===== config.mk =====
export PLATFORM = sky130hd
export DESIGN_NAME = mult_issue_sched_flat
export DESIGN_NICKNAME = d
export VERILOG_FILES = /design/src/rtl/mult_issue_sched_if.sv /design/src/rtl/mult_issue_sched.sv /design/src/flat_wrapper.sv
export SDC_FILE = /design/constraint.sdc
export NUM_CORES = 1
export LEC_CHECK = 0
export ABC_AREA = 1
export CELL_PAD_IN_SITES_DETAIL_PLACEMENT = 0
export CELL_PAD_IN_SITES_GLOBAL_PLACEMENT = 1
export CORE_UTILIZATION = 45
export CTS_CLUSTER_DIAMETER = 200
export DETAILED_ROUTE_END_ITERATION = 16
export DONT_BUFFER_PORTS = 1
export PLACE_DENSITY_LB_ADDON = 0.1
export SLEW_MARGIN = 40
export SYNTH_ARGS = -nofsm -noshare
export SYNTH_HDL_FRONTEND = slang
export SYNTH_SLANG_ARGS = --single-unit

===== constraint.sdc =====
create_clock -name clk -period 6.68 [get_ports clk]
set_clock_uncertainty 0.2 [all_clocks]
set_input_delay 1.336 -clock clk [delete_from_list [all_inputs] [get_ports clk]]
set_output_delay 1.336 -clock clk [all_outputs]
set_load 0.1 [all_outputs]

===== src/rtl/mult_issue_sched_if.sv =====
// Bundle of the issue-slot request bus, multiplier launch/complete signals and
// the writeback port around the shared multiplier scheduler.
interface mult_issue_sched_if #(
   parameter int NREQ   = 4,
   parameter int TAG_W  = 6,
   parameter int DATA_W = 16
);
   logic [NREQ-1:0]        req_vld_in;
   logic [NREQ*TAG_W-1:0]  req_tag_in;
   logic [NREQ*DATA_W-1:0] req_opa_in;
   logic [NREQ*DATA_W-1:0] req_opb_in;
   logic                   flush_in;
   logic [NREQ-1:0]        gnt_out;
   logic                   busy_out;
   logic                   mul_start_out;
   logic [DATA_W-1:0]      mul_opa_out;
   logic [DATA_W-1:0]      mul_opb_out;
   logic                   mul_done_in;
   logic [DATA_W-1:0]      mul_result_in;
   logic                   wb_vld_out;
   logic [TAG_W-1:0]       wb_tag_out;
   logic [DATA_W-1:0]      wb_data_out;
   logic                   wb_ack_in;

   modport slave (
      input  req_vld_in, req_tag_in, req_opa_in, req_opb_in, flush_in,
      input  mul_done_in, mul_result_in, wb_ack_in,
      output gnt_out, busy_out, mul_start_out, mul_opa_out, mul_opb_out,
      output wb_vld_out, wb_tag_out, wb_data_out
   );

   modport master (
      output req_vld_in, req_tag_in, req_opa_in, req_opb_in, flush_in,
      output mul_done_in, mul_result_in, wb_ack_in,
      input  gnt_out, busy_out, mul_start_out, mul_opa_out, mul_opb_out,
      input  wb_vld_out, wb_tag_out, wb_data_out
   );
endinterface


===== src/rtl/mult_issue_sched.sv =====
// Round-robin arbiter and sequencer for the shared iterative multiplier.
//  state  | meaning
//  IDLE   | arbitrate requests, grant one, latch its tag/operands
//  LAUNCH | one-cycle start pulse to the multiplier
//  BUSY   | wait for multiplier done; discard result if flushed
//  WB     | hold tagged result on writeback port until ack or flush
module mult_issue_sched #(
   parameter int NREQ   = 4,
   parameter int TAG_W  = 6,
   parameter int DATA_W = 16
) (
   input logic clk,
   input logic rst_n,
   mult_issue_sched_if.slave bus
);
   localparam int PTR_W = (NREQ > 1) ? $clog2(NREQ) : 1;

   typedef enum logic [1:0] {ST_IDLE, ST_LAUNCH, ST_BUSY, ST_WB} state_t;

   state_t            state_q, state_d;
   logic [PTR_W-1:0]  rr_ptr_q, rr_ptr_d;
   logic              killed_q, killed_d;
   logic [TAG_W-1:0]  tag_q, tag_d;
   logic [DATA_W-1:0] opa_q, opa_d;
   logic [DATA_W-1:0] opb_q, opb_d;
   logic [DATA_W-1:0] res_q, res_d;
   logic [PTR_W-1:0]  win;
   logic              found;
   logic [NREQ-1:0]   gnt;

   // first requesting slot at or above rr_ptr, wrapping at NREQ
   always_comb begin
      int idx;
      idx   = 0;
      found = 1'b0;
      win   = '0;
      for (int k = 0; k < NREQ; k++) begin
         idx = int'(rr_ptr_q) + k;
         if (idx >= NREQ) idx = idx - NREQ;
         if (!found && bus.req_vld_in[idx]) begin
            found = 1'b1;
            win   = PTR_W'(idx);
         end
      end
   end

   always_comb begin
      state_d  = state_q;
      rr_ptr_d = rr_ptr_q;
      killed_d = killed_q;
      tag_d    = tag_q;
      opa_d    = opa_q;
      opb_d    = opb_q;
      res_d    = res_q;
      gnt      = '0;
      case (state_q)
         ST_IDLE: begin
            killed_d = 1'b0;
            if (found && !bus.flush_in) begin
               gnt[win] = 1'b1;
               tag_d    = bus.req_tag_in[int'(win)*TAG_W +: TAG_W];
               opa_d    = bus.req_opa_in[int'(win)*DATA_W +: DATA_W];
               opb_d    = bus.req_opb_in[int'(win)*DATA_W +: DATA_W];
               rr_ptr_d = (win == PTR_W'(NREQ - 1)) ? '0 : win + 1'b1;
               state_d  = ST_LAUNCH;
            end
         end
         ST_LAUNCH: begin
            if (bus.flush_in) killed_d = 1'b1;
            state_d = ST_BUSY;
         end
         ST_BUSY: begin
            if (bus.flush_in) killed_d = 1'b1;
            // the multiplier cannot be aborted, so a killed op still waits for done
            if (bus.mul_done_in) begin
               if (killed_q || bus.flush_in) begin
                  killed_d = 1'b0;
                  state_d  = ST_IDLE;
               end else begin
                  res_d   = bus.mul_result_in;
                  state_d = ST_WB;
               end
            end
         end
         ST_WB: begin
            if (bus.wb_ack_in || bus.flush_in) state_d = ST_IDLE;
         end
         default: state_d = ST_IDLE;
      endcase
   end

   always_ff @(posedge clk or negedge rst_n) begin
      if (!rst_n) begin
         state_q  <= ST_IDLE;
         rr_ptr_q <= '0;
         killed_q <= 1'b0;
         tag_q    <= '0;
         opa_q    <= '0;
         opb_q    <= '0;
         res_q    <= '0;
      end else begin
         state_q  <= state_d;
         rr_ptr_q <= rr_ptr_d;
         killed_q <= killed_d;
         tag_q    <= tag_d;
         opa_q    <= opa_d;
         opb_q    <= opb_d;
         res_q    <= res_d;
      end
   end

   assign bus.gnt_out       = gnt;
   assign bus.busy_out      = (state_q != ST_IDLE);
   assign bus.mul_start_out = (state_q == ST_LAUNCH);
   assign bus.mul_opa_out   = opa_q;
   assign bus.mul_opb_out   = opb_q;
   assign bus.wb_vld_out    = (state_q == ST_WB);
   assign bus.wb_tag_out    = tag_q;
   assign bus.wb_data_out   = res_q;
endmodule


===== src/flat_wrapper.sv =====
// flat-port wrapper written by rule: the top's interface ports become plain ports
module mult_issue_sched_flat 
#(
   parameter int NREQ   = 4,
   parameter int TAG_W  = 6,
   parameter int DATA_W = 16
)
  (clk, rst_n, bus_req_vld_in, bus_req_tag_in, bus_req_opa_in, bus_req_opb_in, bus_flush_in, bus_mul_done_in, bus_mul_result_in, bus_wb_ack_in, bus_gnt_out, bus_busy_out, bus_mul_start_out, bus_mul_opa_out, bus_mul_opb_out, bus_wb_vld_out, bus_wb_tag_out, bus_wb_data_out);
  mult_issue_sched_if #(.NREQ(NREQ), .TAG_W(TAG_W), .DATA_W(DATA_W)) bus_i ();
  input logic clk;
  input logic rst_n;
  input wire logic [$bits(bus_i.req_vld_in)-1:0] bus_req_vld_in;
  input wire logic [$bits(bus_i.req_tag_in)-1:0] bus_req_tag_in;
  input wire logic [$bits(bus_i.req_opa_in)-1:0] bus_req_opa_in;
  input wire logic [$bits(bus_i.req_opb_in)-1:0] bus_req_opb_in;
  input wire logic [$bits(bus_i.flush_in)-1:0] bus_flush_in;
  input wire logic [$bits(bus_i.mul_done_in)-1:0] bus_mul_done_in;
  input wire logic [$bits(bus_i.mul_result_in)-1:0] bus_mul_result_in;
  input wire logic [$bits(bus_i.wb_ack_in)-1:0] bus_wb_ack_in;
  output wire logic [$bits(bus_i.gnt_out)-1:0] bus_gnt_out;
  output wire logic [$bits(bus_i.busy_out)-1:0] bus_busy_out;
  output wire logic [$bits(bus_i.mul_start_out)-1:0] bus_mul_start_out;
  output wire logic [$bits(bus_i.mul_opa_out)-1:0] bus_mul_opa_out;
  output wire logic [$bits(bus_i.mul_opb_out)-1:0] bus_mul_opb_out;
  output wire logic [$bits(bus_i.wb_vld_out)-1:0] bus_wb_vld_out;
  output wire logic [$bits(bus_i.wb_tag_out)-1:0] bus_wb_tag_out;
  output wire logic [$bits(bus_i.wb_data_out)-1:0] bus_wb_data_out;
  assign bus_i.req_vld_in = bus_req_vld_in;
  assign bus_i.req_tag_in = bus_req_tag_in;
  assign bus_i.req_opa_in = bus_req_opa_in;
  assign bus_i.req_opb_in = bus_req_opb_in;
  assign bus_i.flush_in = bus_flush_in;
  assign bus_i.mul_done_in = bus_mul_done_in;
  assign bus_i.mul_result_in = bus_mul_result_in;
  assign bus_i.wb_ack_in = bus_wb_ack_in;
  assign bus_gnt_out = bus_i.gnt_out;
  assign bus_busy_out = bus_i.busy_out;
  assign bus_mul_start_out = bus_i.mul_start_out;
  assign bus_mul_opa_out = bus_i.mul_opa_out;
  assign bus_mul_opb_out = bus_i.mul_opb_out;
  assign bus_wb_vld_out = bus_i.wb_vld_out;
  assign bus_wb_tag_out = bus_i.wb_tag_out;
  assign bus_wb_data_out = bus_i.wb_data_out;
  mult_issue_sched #(.NREQ(NREQ), .TAG_W(TAG_W), .DATA_W(DATA_W)) u_core (.clk(clk), .rst_n(rst_n), .bus(bus_i));
endmodule

==> summary.txt <==
Outcome
  • Status: finished, final reports clean

CTS
  • Clock Tree Buf Depth: 2
  • H-tree Lvls: 3
  • Root buf cell: clkbuf_8
  • TritonCTS buffer count: 9
  • Post-CTS setup buffer count: 0
  • Clock transition at the registers of the reported paths: 0.07 ns
  • Hold_buf cts: 0
  • Clock Sinks: between 50 and 60
  • CTS tree: done
  • Post-CTS sizing: 0
  • Clk_lat worst skew: 0.33 ns

Route
  • DRC viols: 0
  • ANT nets after route: 0
  • Post-DR wirelength/cell: 17.8 um
  • Vias: approximately 3.8k
  • Drt via density: 5.77
  • Starting DRT DRC Count: between 100 and 150
  • Drt first pass iters: 5
  • Final wirelength: 11.6 mm

Worst setup path
  • Max incr delay on CP: 0.61 ns
  • Family with the most delay on the worst path: simple AND/OR/NAND/NOR gates
  • Worst EP arrival: 4.09 ns
  • Setup crit start kind: input port
  • Worst path cell trace: inv_1 > nand2_1 > nand3_1 > nand2_1 > nor2_2 > nand3_2 > nand3_2 > buf_4 > inv_2 > nand2_1 > nor2_2 > buf_12
  • Cell mode on critical path: nand2_1
  • Worst path required time: 5.14 ns
  • Slowest cell on crit path: nand3_2
  • CP endpoint kind: output port
  • Critical path type: in2out
  • CP Buf/Inv Count: 4
  • Crit path max fanout: 42

Placed design
  • Inst Count DP: 636
  • Place WS: roughly 1.0 ns
  • I/O Buffers: 0
  • GP Congestion: 0.949
  • Dpl hpwl: 8.44 mm

Global routing
  • Antenna violations before repair: 0
  • Vias in the first global route: 3,397
  • First-pass GRT wire length: around 17 mm
  • GRT overflow: 0
  • All-layer global routing usage: 0.248
  • Largest net degree at the start of global routing: 60

Synth
  • Number of synthesized register bits: 59
  • Largest area contributor in the netlist: dfrtp_1
  • Dominant cells by area after synthesis: dfrtp_1 38%, nand3_1 25%, nand2_1 19%
  • Syn nets: 748
  • Asr flop ratio synth: 1.00
  • Cell variety after synth: 21
  • Sequential area share after synthesis: 0.378
  • Syn_area_per_cell: about 6.9 um2
  • Commonest cells in the netlist: 198 x nand3_1, 197 x nand2_1, 59 x dfrtp_1
  • Cells after Synth: about 570
  • Post-synth top area share: 0.378
  • Most used DFF post-synth: dfrtp_1
  • Synthesized area: ~3900 um2
  • Most frequent cell after synthesis: nand3_1
  • Warnings, synthesis: 0
  • Post-synth EDFFs: 0

Timing
  • Max Clk Rate: 178 MHz
  • Fin. max-slew vios: 0
  • Final worst slack: 1.06 ns
  • Final worst-path cycle share: 0.842
  • RSZ-0062 raised after global routing: no
  • Setup_tns: 0 ns
  • Endpoints failing setup: 0
  • Worst Hold Margin: 0.285 ns
  • Final hold vios: 0
  • Worst Tran Pin Value: between 0.8 and 0.9 ns
  • Worst slew margin: 0.406
  • Crit path time final: 5.62 ns

Finish
  • Multi-input logic area: 2150 um2
  • Area delta synth->final: 7.40%
  • Sequential cell area: ~1500 um2
  • Finished Layout Cells: 652
  • Layout cell share with drive strength beyond 1: 0.194
  • Layout fillers: 870
  • Diodes inserted: 0
  • Fin nets: a little over 700

Die
  • Core area: 8300 um2
  • Top-level I/O count: 238
  • Die Span Y: 95.2 um
  • Die area: 9050 um2
  • Die width: 95.2 um
  • Standard-cell rows: 33
  • Initial core utilization: 0.471

Min path
  • Hold WC Path Type: reg2reg

Job
  • Max Cap Viol: 0
layer usage:
layer	part of all wire	GRT usage	up-vias
li1	-	-	1831
met4	0.018	0.106	0
met2	0.51	0.440	177
met5	0	0	-
met1	0.38	0.272	1739
met3	0.094	0.0742	14
final cells by class:
cell class | count | share of cell area
clock inverters | 2 | 0.00298
inverters | 21 | 0.0188
repair buffers | 9 | 0.0292
flip-flops and latches | 59 | 0.368
multi-input cells | 442 | 0.514
well taps | 105 | 0.0313
clock buffers | 14 | 0.0364
worst min-delay path: stages, from the launching register on:
cell     delay (ns)
dfrtp_1        0.34
nand2_1        0.05
o21ai_0        0.06
through the flow:
| stage | utilization | area, um2 |
|---|---|---|
| 6_report | 0.505 | 4190 |
| 5_1_grt | 0.505 | 4190 |
| 4_1_cts | 0.504 | 4190 |
| 3_5_place_dp | 0.484 | 4020 |
| 3_3_place_gp | 0.476 | 3950 |
| 2_1_floorplan | - | 3910 |
placed cells by master, fill, tap and decap left out, types with 3 or more instances in the layout:
| master | n |
|---|---|
| inv_1 | 16 |
| nand3_1 | 198 |
| dfrtp_1 | 7 |
| dfrtp_2 | 52 |
| nand3_2 | 3 |
| mux2_2 | 16 |
| buf_12 | 3 |
| clkbuf_1 | 4 |
| nor2_1 | 6 |
| o21ai_1 | 3 |
| inv_2 | 5 |
| buf_4 | 5 |
| nor2_2 | 4 |
| clkbuf_8 | 10 |
| o21ai_0 | 4 |
| nand2_1 | 196 |
| ha_1 | 4 |
cells by family (layout without fill, tap and decap cells):
family,after synthesis,in the layout,share of synthesized area
buffers and inverters,64,46,0.0775
AO/OA/AOI/OAI,10,10,0.0138
multiplexers,16,16,0.0461
flip-flops,59,59,0.378
adder cells (fa/ha/maj),6,6,0.0192
AND/OR/NAND/NOR,410,410,0.465
sequential cells by signal, indices dropped and copies added, names as in the netlist:
signal                  count
u_core.bus.mul_opa_out     16
u_core.bus.mul_opb_out     16
u_core.bus.wb_data_out     16
u_core.bus.wb_tag_out       6
u_core.killed_q             1
u_core.rr_ptr_q             2
u_core.state_q              2
path summary, 6_finish.rpt:
kind,startpoint,to,slack (ns),cells after the start
min in group asynchronous,rst_n,u_core.killed_q,0.50,0
min reg2reg,u_core.killed_q,u_core.killed_q,0.28,2
max in group asynchronous,rst_n,u_core.bus.mul_opa_out[1],5.65,0
min,u_core.killed_q,u_core.killed_q,0.28,2
max reg2reg,u_core.rr_ptr_q[0],u_core.rr_ptr_q[0],3.05,11
max,bus_req_vld_in[1],bus_gnt_out[2],1.06,12
Power is left out: the tool's default activity adds up to more than one toggle a clock period on the data nets, which glitch-free logic cannot reach.
